`config.mk`:
```
export PLATFORM = sky130hd
export DESIGN_NAME = nn_img_rd
export DESIGN_NICKNAME = d
export VERILOG_FILES = /design/src/rtl/nn_img_pkg.sv /design/src/rtl/nn_img_addr_gen.sv /design/src/rtl/nn_img_rd.sv
export SDC_FILE = /design/constraint.sdc
export NUM_CORES = 1
export LEC_CHECK = 0
export ABC_AREA = 1
export CAP_MARGIN = 20
export CORE_ASPECT_RATIO = 0.7
export CORE_MARGIN = 5
export CORE_UTILIZATION = 52
export CTS_CLUSTER_DIAMETER = 80
export CTS_CLUSTER_SIZE = 12
export DETAILED_ROUTE_END_ITERATION = 6
export PLACE_DENSITY = 0.91
export SLEW_MARGIN = 10
export SYNTH_ARGS = -nofsm -noshare
export SYNTH_HDL_FRONTEND = slang
export SYNTH_SLANG_ARGS = --single-unit
```
`constraint.sdc`:
```
create_clock -name i_clk -period 2.9 [get_ports i_clk]
set_input_delay 0.725 -clock i_clk [delete_from_list [all_inputs] [get_ports i_clk]]
set_output_delay 0.725 -clock i_clk [all_outputs]
set_load 0.03 [all_outputs]
```
`src/rtl/nn_img_pkg.sv`:
```
// nn_img_pkg: shared definitions for the image-buffer slice (buffer, DMA
// writer, read sequencer).
//   DATA_WIDTH       bits per pixel
//   ADDR_WIDTH       image-buffer address width
//   TOTAL_DATA_WIDTH buffer word width (6 pixels)
//   REP_WIDTH        width of the read-pass repeat count
//   img_rd_state_e   read-sequencer FSM encoding
package nn_img_pkg;

  localparam int unsigned DATA_WIDTH       = 8;
  localparam int unsigned ADDR_WIDTH       = 10;
  localparam int unsigned TOTAL_DATA_WIDTH = DATA_WIDTH * 6;
  localparam int unsigned REP_WIDTH        = 4;

  typedef enum logic [1:0] {
    ST_IDLE  = 2'd0,
    ST_RUN   = 2'd1,
    ST_DRAIN = 2'd2
  } img_rd_state_e;

endpackage

```
`src/rtl/nn_img_addr_gen.sv`:
```
// nn_img_addr_gen: nested rep/row/col address walker for the image reader.
//   i_clk, i_rst_n  clock, asynchronous active-low reset
//   i_load          latch window parameters and restart at i_base
//   i_advance       step to the next address of the window
//   i_base/i_rows/i_cols/i_stride/i_reps  window description
//   o_addr          current address (row_start + col, mod 2^ADDR_WIDTH)
//   o_last          current address is the final one of the final pass
module nn_img_addr_gen #(
  parameter int unsigned ADDR_WIDTH = nn_img_pkg::ADDR_WIDTH,
  parameter int unsigned REP_WIDTH  = nn_img_pkg::REP_WIDTH
) (
  input  logic                  i_clk,
  input  logic                  i_rst_n,
  input  logic                  i_load,
  input  logic                  i_advance,
  input  logic [ADDR_WIDTH-1:0] i_base,
  input  logic [ADDR_WIDTH-1:0] i_rows,
  input  logic [ADDR_WIDTH-1:0] i_cols,
  input  logic [ADDR_WIDTH-1:0] i_stride,
  input  logic [REP_WIDTH-1:0]  i_reps,
  output logic [ADDR_WIDTH-1:0] o_addr,
  output logic                  o_last
);
  import nn_img_pkg::*;

  logic [ADDR_WIDTH-1:0] base_q, rows_q, cols_q, stride_q;
  logic [REP_WIDTH-1:0]  reps_q;
  logic [ADDR_WIDTH-1:0] row_q, col_q, row_start_q;
  logic [REP_WIDTH-1:0]  rep_q;

  logic last_col, last_row, last_rep;

  always_comb begin
    last_col = (col_q == cols_q - ADDR_WIDTH'(1));
    last_row = (row_q == rows_q - ADDR_WIDTH'(1));
    last_rep = (rep_q == reps_q - REP_WIDTH'(1));
    o_last   = last_col && last_row && last_rep;
    o_addr   = row_start_q + col_q;
  end

  // Counters freeze on the final address so o_addr keeps showing it while
  // the sequencer drains and idles.
  always_ff @(posedge i_clk or negedge i_rst_n) begin
    if (!i_rst_n) begin
      base_q      <= '0;
      rows_q      <= '0;
      cols_q      <= '0;
      stride_q    <= '0;
      reps_q      <= '0;
      row_q       <= '0;
      col_q       <= '0;
      rep_q       <= '0;
      row_start_q <= '0;
    end else if (i_load) begin
      base_q      <= i_base;
      rows_q      <= i_rows;
      cols_q      <= i_cols;
      stride_q    <= i_stride;
      reps_q      <= i_reps;
      row_q       <= '0;
      col_q       <= '0;
      rep_q       <= '0;
      row_start_q <= i_base;
    end else if (i_advance && !o_last) begin
      if (last_col) begin
        col_q <= '0;
        if (last_row) begin
          row_q       <= '0;
          rep_q       <= rep_q + REP_WIDTH'(1);
          row_start_q <= base_q;
        end else begin
          row_q       <= row_q + ADDR_WIDTH'(1);
          row_start_q <= row_start_q + stride_q;
        end
      end else begin
        col_q <= col_q + ADDR_WIDTH'(1);
      end
    end
  end

endmodule

```
`src/rtl/nn_img_rd.sv`:
```
// nn_img_rd: image-buffer read sequencer feeding the PE array.
//   i_clk, i_rst_n      clock, asynchronous active-low reset
//   i_start + window    command (base, rows, cols, stride, reps), IDLE only
//   i_wr_busy           buffer is being written; no reads may issue
//   o_rd_en/o_rd_addr   buffer read port; i_rd_data returns same cycle
//   o_data/o_valid/i_ready/o_last  output stream, o_last on final word
//   o_busy, o_done      command in progress / one-cycle completion pulse
module nn_img_rd #(
  parameter int unsigned DATA_WIDTH       = nn_img_pkg::DATA_WIDTH,
  parameter int unsigned ADDR_WIDTH       = nn_img_pkg::ADDR_WIDTH,
  parameter int unsigned TOTAL_DATA_WIDTH = DATA_WIDTH * 6,
  parameter int unsigned REP_WIDTH        = nn_img_pkg::REP_WIDTH
) (
  input  logic                        i_clk,
  input  logic                        i_rst_n,
  input  logic                        i_start,
  input  logic [ADDR_WIDTH-1:0]       i_base,
  input  logic [ADDR_WIDTH-1:0]       i_rows,
  input  logic [ADDR_WIDTH-1:0]       i_cols,
  input  logic [ADDR_WIDTH-1:0]       i_stride,
  input  logic [REP_WIDTH-1:0]        i_reps,
  input  logic                        i_wr_busy,
  output logic                        o_rd_en,
  output logic [ADDR_WIDTH-1:0]       o_rd_addr,
  input  logic [TOTAL_DATA_WIDTH-1:0] i_rd_data,
  output logic [TOTAL_DATA_WIDTH-1:0] o_data,
  output logic                        o_valid,
  input  logic                        i_ready,
  output logic                        o_last,
  output logic                        o_busy,
  output logic                        o_done
);
  import nn_img_pkg::*;

  img_rd_state_e state_q, state_d;

  logic zero_cmd, accept, gen_load, gen_last, final_hs;

  always_comb begin
    zero_cmd = (i_rows == '0) || (i_cols == '0) || (i_reps == '0);
    accept   = (state_q == ST_IDLE) && i_start;
    gen_load = accept && !zero_cmd;
    final_hs = o_valid && i_ready && o_last;
  end

  nn_img_addr_gen #(
    .ADDR_WIDTH (ADDR_WIDTH),
    .REP_WIDTH  (REP_WIDTH)
  ) u_addr_gen (
    .i_clk     (i_clk),
    .i_rst_n   (i_rst_n),
    .i_load    (gen_load),
    .i_advance (o_rd_en),
    .i_base    (i_base),
    .i_rows    (i_rows),
    .i_cols    (i_cols),
    .i_stride  (i_stride),
    .i_reps    (i_reps),
    .o_addr    (o_rd_addr),
    .o_last    (gen_last)
  );

  // State register
  always_ff @(posedge i_clk or negedge i_rst_n) begin
    if (!i_rst_n) state_q <= ST_IDLE;
    else          state_q <= state_d;
  end

  // Next-state logic
  always_comb begin
    state_d = state_q;
    case (state_q)
      ST_IDLE:  if (gen_load)            state_d = ST_RUN;
      ST_RUN:   if (o_rd_en && gen_last) state_d = ST_DRAIN;
      ST_DRAIN: if (final_hs)            state_d = ST_IDLE;
      default:                           state_d = ST_IDLE;
    endcase
  end

  // FSM outputs: a read issues only when the output register can take it.
  always_comb begin
    o_busy  = (state_q != ST_IDLE);
    o_rd_en = (state_q == ST_RUN) && !i_wr_busy && (!o_valid || i_ready);
  end

  // Output register
  always_ff @(posedge i_clk or negedge i_rst_n) begin
    if (!i_rst_n) begin
      o_data  <= '0;
      o_valid <= 1'b0;
      o_last  <= 1'b0;
      o_done  <= 1'b0;
    end else begin
      o_done <= (accept && zero_cmd) || ((state_q == ST_DRAIN) && final_hs);
      if (o_rd_en) begin
        o_data  <= i_rd_data;
        o_valid <= 1'b1;
        o_last  <= gen_last;
      end else if (o_valid && i_ready) begin
        o_valid <= 1'b0;
        o_last  <= 1'b0;
      end
    end
  end

endmodule
```
# --- Word-level counts from Yosys, hierarchy flattened ---
# Index checks and enable logic that the tools add are counted.
totals:
  ff_bits: 131
  latch_bits: 0
  ramBits: 0
  mem_bits_ro: 0
  in_bits: 97
  out_inout_bits: 63
  n_memories: 0
classes:
  add_sub_neg: 8
  n_mul: 0
  div_mod_pow: 0
  order_cmp: 0
  n_eq_ne: 8
  shifts: 0
  n_mux: 22
  bitwise_logic: 0
  reduce_logical: 32
ops:
  columns: ["cell", "count"]
  rows:
  - ["$mux W10", 11]
  - ["$add A10 B1 Y10 const B", 2]
  - ["$add A10 B10 Y10", 2]
  - ["$eq A10 B10 Y1", 2]
  - ["$logic_not A10 Y1", 2]
  - ["$sub A10 B1 Y10 const B", 2]
  - ["$mux W4", 4]
  - ["$logic_and A1 B1 Y1", 12]
  - ["$reduce_bool A2 Y1", 5]
  - ["$mux W2", 3]
  - ["$ne A2 B2 Y1 const B", 3]
  - ["$pmux W2 S3", 1]
  - ["$reduce_and A3 Y1", 2]
  - ["$add A4 B1 Y4 const B", 1]
  - ["$eq A4 B4 Y1", 1]
  - ["$logic_not A1 Y1", 4]
  - ["$logic_not A4 Y1", 1]
  - ["$logic_or A1 B1 Y1", 4]
  - ["$sub A4 B1 Y4 const B", 1]
  - ["$mux W1", 3]
  - ["$eq A2 B1 Y1 const B", 1]
  - ["$eq A2 B2 Y1 const B", 1]
  - ["$logic_not A2 Y1", 1]
  - ["$reduce_and A2 Y1", 1]

# --- Depth between registers and ports, before layout ---
# Gate-level depths: netlist (run 1).
logic_depth:
  word_depth: 8
  mapped_depth: 18
  depth_no_buf: 17

# --- By module ---
# Synthesis (run 1) repeated with hierarchy kept, for this count alone.
hier_totals:
  cells_unflattened: 1006
  hier_area_um2: 7465.9
modules_own_cells:
  columns: ["mod", "instances", "cells_per_inst", "area_each_um2"]
  rows:
  - ["nn_img_addr_gen", 1, 750, 5322.6]
  - ["nn_img_rd", 1, 256, 2143.3]

# --- Worst setup path before layout (run 1) ---
# Ideal clock, no wire load.
synth_timing:
  path_type: "reg-to-output"
  start: "register u_addr_gen.col_q[0]"
  end: "output o_rd_addr[8]"
  t_arrival_ns: 2.237
  setup_slack_ns: -0.062
  stages_incl_launch_ff: 11
  path_buffers: 0
  cell_sequence: "dfrtp_1 ha_1 inv_1 fa_1 o21ai_0 nand2_1 nand2_1 a21oi_1 o21bai_1 a21oi_1 xnor2_1"
synth_via:
  elab_chain_len: 1
synth_lines:
  columns: ["item", "line_no", "rtl"]
  rows:
  - ["start: declaration", "nn_img_addr_gen.sv:28", "logic [ADDR_WIDTH-1:0] row_q, col_q, row_start_q;"]
  - ["start signal: assignment", "nn_img_addr_gen.sv:76", "col_q <= col_q + ADDR_WIDTH'(1);"]
  - ["$add A10 B10 Y10", "nn_img_addr_gen.sv:38", "o_addr = row_start_q + col_q;"]
  - ["end: declaration", "nn_img_rd.sv:24", "output logic [ADDR_WIDTH-1:0] o_rd_addr,"]
# No other way between the ends.

# --- Worst setup path in the final report (run 1) ---
# Same ends and word-level chain as after synthesis.

==> impl_metrics.env, run 1 <==
export IMPL_status="complete, but fails checks"
export IMPL_violations="setup timing"
export IMPL_synth_fa_ha_area_frac=0.04485
export IMPL_grt_pass1_wl_mm=36.75
export IMPL_rsz0062_at_grt="true"
export IMPL_postRouteAntennaNets=0
export IMPL_slew_headroom=0.6339
export IMPL_die_area_um2=17150
export IMPL_crit_chain="ha_2 -> inv_2 -> fa_2 -> o21ai_2 -> nand2_1 -> nand2_1 -> a21oi_2 -> o21bai_1 -> a21oi_2 -> xnor2_2 -> buf_6"
export IMPL_initial_utilization=0.5382
export IMPL_end_kind="primary output"
export IMPL_hp_class="in2async"
export IMPL_required_ps=2170
export IMPL_cts_max_path_buffers=2
export IMPL_firstDrtPassIters=5
export IMPL_final_setup_tns_ps=-308.7
export IMPL_grt_usage=0.2607
export IMPL_port_buffers=159
export IMPL_reg2reg_depth=17
export IMPL_clock_sinks=131
export IMPL_leakage_nw=5.241
export IMPL_period_share=1.063
export IMPL_grt_pass1_vias=7454
export IMPL_ys_warn_count=0
export IMPL_cts_tree="yes"
export IMPL_drtIter0Drc=748
export IMPL_yosys_area_share_simple=0.3389
export IMPL_slew_violations=0
export IMPL_power_density_nw_per_um2=1173
export IMPL_synth_xor_area_share=0.05656
export IMPL_worst_path_stages=11
export IMPL_drc_errors=0
export IMPL_worstPathArrival_ps=2360
export IMPL_fin_util=0.7283
export IMPL_grt_max_degree=54
export IMPL_crit_path_max_incr_delay_ps=370
export IMPL_vias=7707
export IMPL_drive_above_1_share=0.09848
export IMPL_cts_root_buf="clkbuf_16"
export IMPL_slowest_stage="dfrtp_1"
export IMPL_yosysSeqAreaShare=0.4321
export IMPL_setup_viol=3
export IMPL_io_pins=160
export IMPL_cp_num_buf_inv=2
export IMPL_start_kind="register"
export IMPL_core_area_um2=14100
export IMPL_die_w_um=154.4
export IMPL_setup_ws_ps=-182.6
export IMPL_final_cell_mix="434 x nand2_1, 148 x clkdlybuf4s50_1, 121 x dfrtp_1, 100 x inv_1, 82 x nand3_1"
export IMPL_cts_made_buffers=17
export IMPL_dieHeight_um=111.1
export IMPL_ctsHoldBuffers=0
export IMPL_synth_mux_area_frac=0
export IMPL_gr_total_overflow=0
export IMPL_synth_fp_nets=1178
export IMPL_nets=1359
export IMPL_tightest_slew_ps=546.2
export IMPL_synth_avg_cell_area_um2=7.192
export IMPL_antenna_found_initial=0
export IMPL_crit_fanout=2
export IMPL_num_antenna_cells=0
export IMPL_finalHoldViolCount=0
export IMPL_clk_pin_slew_ps=70
export IMPL_fin_skew_ps=10.33
export IMPL_htree_num_levels=4
export IMPL_globalplace_congestion=0.9246
export IMPL_final_common_cell="nand2_1"
export IMPL_area_growth_pct=35.34
export IMPL_syn_inst=1055
export IMPL_synth_seq_cells=131
export IMPL_period_needed_ps=3083
export IMPL_critPathKind="reg2out"
export IMPL_routedWlPerCell_um=15.95
export IMPL_wl_mm=22.95
export IMPL_ir_drop_mv=1.105
export IMPL_routed_via_density=5.356
export IMPL_rows=36
export IMPL_fmax_mhz=324.4
export IMPL_clkLatencyLatePin_ps=420
export IMPL_path_delay_family="adder cells"
export IMPL_synth_top_family_by_area="simple AND/OR/NAND/NOR gates"
export IMPL_yosysUniqueCellTypes=33
export IMPL_synth_compound_area_frac=0.05491
export IMPL_dpl_hpwl_mm=16.07
export IMPL_max_cap_viol_count=0
export IMPL_synth_area_um2=7587
## registers in the layout, summed over array words and instances, names as in the netlist, 2 cells and up
signal                  count
u_addr_gen.rows_q          10
u_addr_gen.col_q           10
u_addr_gen.row_q           10
u_addr_gen.row_start_q     10
u_addr_gen.stride_q        10
u_addr_gen.cols_q          10
u_addr_gen.reps_q           4
state_q                     2
o_data                     48
u_addr_gen.base_q          10
u_addr_gen.rep_q            4
## metrics by stage
step	instance area [um2]	setup slack [ps]	hold slack, ps	power, mW	instances
2_1_floorplan	7595	107.5	429.4	7.343	1055
3_3_place_gp	9443	163.5	452.5	9.247	1391
3_5_place_dp	9443	111.0	458.0	9.437	1391
4_1_cts	10130	-114.8	256.6	11.73	1427
5_1_grt	10270	-293.5	268.8	12.86	1439
6_report	10270	-182.6	244.8	12.04	1439
## path summary, 6_finish.rpt
kind | start | end | slack [ps]
worst min register to register | o_data[33] | o_data[33] | 470
worst min-delay path | i_rst_n | u_addr_gen.row_q[3] | 240
worst max-delay path | u_addr_gen.col_q[0] | o_rd_addr[8] | -180
min in group i_clk | o_data[33] | o_data[33] | 470
max in group asynchronous | i_rst_n | u_addr_gen.col_q[5] | 1900
worst max register to register | u_addr_gen.rows_q[0] | u_addr_gen.row_start_q[1] | 190
## area by class of cell
| cell class | count | area, um2 |
|---|---|---|
| tap | 190 | 237.7 |
| sequential | 131 | 3291 |
| clock buffer | 17 | 425.4 |
| fill | 1011 | 3830 |
| multi-input combinational | 787 | 3909 |
| timing repair buffer | 194 | 1872 |
| inverter | 105 | 394.1 |
| clock inverter | 15 | 140.1 |
## report_power, final
group / total, mW / internal [mW] / switching [mW]
Combinational: 6.64 / 2.57 / 4.07
Clock: 2.08 / 1.13 / 0.948
Sequential: 3.32 / 2.60 / 0.718
Total: 12.0 / 6.31 / 5.73
## repair_timing
item / 4_1_cts / 5_1_grt
setup buffers: 4 / 13
pin swaps: 3 / 8
gates resized for setup: 21 / 18
setup endpoints to repair: 8 / 7
## kinds of logic (layout without fill, tap and decap cells)
group / Yosys count / after routing
compound gates: 79 / 79
xor+xnor: 49 / 49
fa+ha+maj: 26 / 26
buf+inv: 137 / 331
flops: 131 / 131
simple gates: 633 / 633
## synthesized netlist by cell type (all sizes together)
master | count | share of area
o21ai | 55 | 0.036
nand2 | 437 | 0.22
nor2 | 83 | 0.043
nor3b | 2 | 0.0020
dfrtp | 131 | 0.43
buf | 13 | 0.011
nor3 | 13 | 0.0092
nand4 | 9 | 0.0074
inv | 105 | 0.052
xnor2 | 17 | 0.020
fa | 2 | 0.0053
a21oi | 17 | 0.011
ha | 24 | 0.040
a32o | 1 | 0.0013
a31o | 1 | 0.0012
o21bai | 2 | 0.0020
xor2 | 32 | 0.037
or2 | 1 | 0.00083
nand3 | 83 | 0.055
clkbuf | 19 | 0.0094
nor4 | 3 | 0.0025
o2111ai | 1 | 0.0012
a31oi | 1 | 0.00083
a21o | 1 | 0.00099
nand3b | 2 | 0.0020
## layer usage
layer  wire (um)  global-route usage  vias to the layer above
li1            -                   -                     3669
met1        9600              0.3516                     3610
met2       11050              0.4186                      376
met3        1833             0.06399                       52
met4         464             0.07647                        0
met5           0                   0                        -
Power figures use the tool's default switching activity.
==> run 2, diff against run 1 <==
--- a/config.mk
+++ b/config.mk
@@ -14,7 +14,6 @@
 export CTS_CLUSTER_SIZE = 12
 export DETAILED_ROUTE_END_ITERATION = 6
 export PLACE_DENSITY = 0.91
-export SLEW_MARGIN = 10
 export SYNTH_ARGS = -nofsm -noshare
 export SYNTH_HDL_FRONTEND = slang
 export SYNTH_SLANG_ARGS = --single-unit
==> results of run 2 <==
Same layout as run 1: the final DEF is identical, and so are final timing and power.
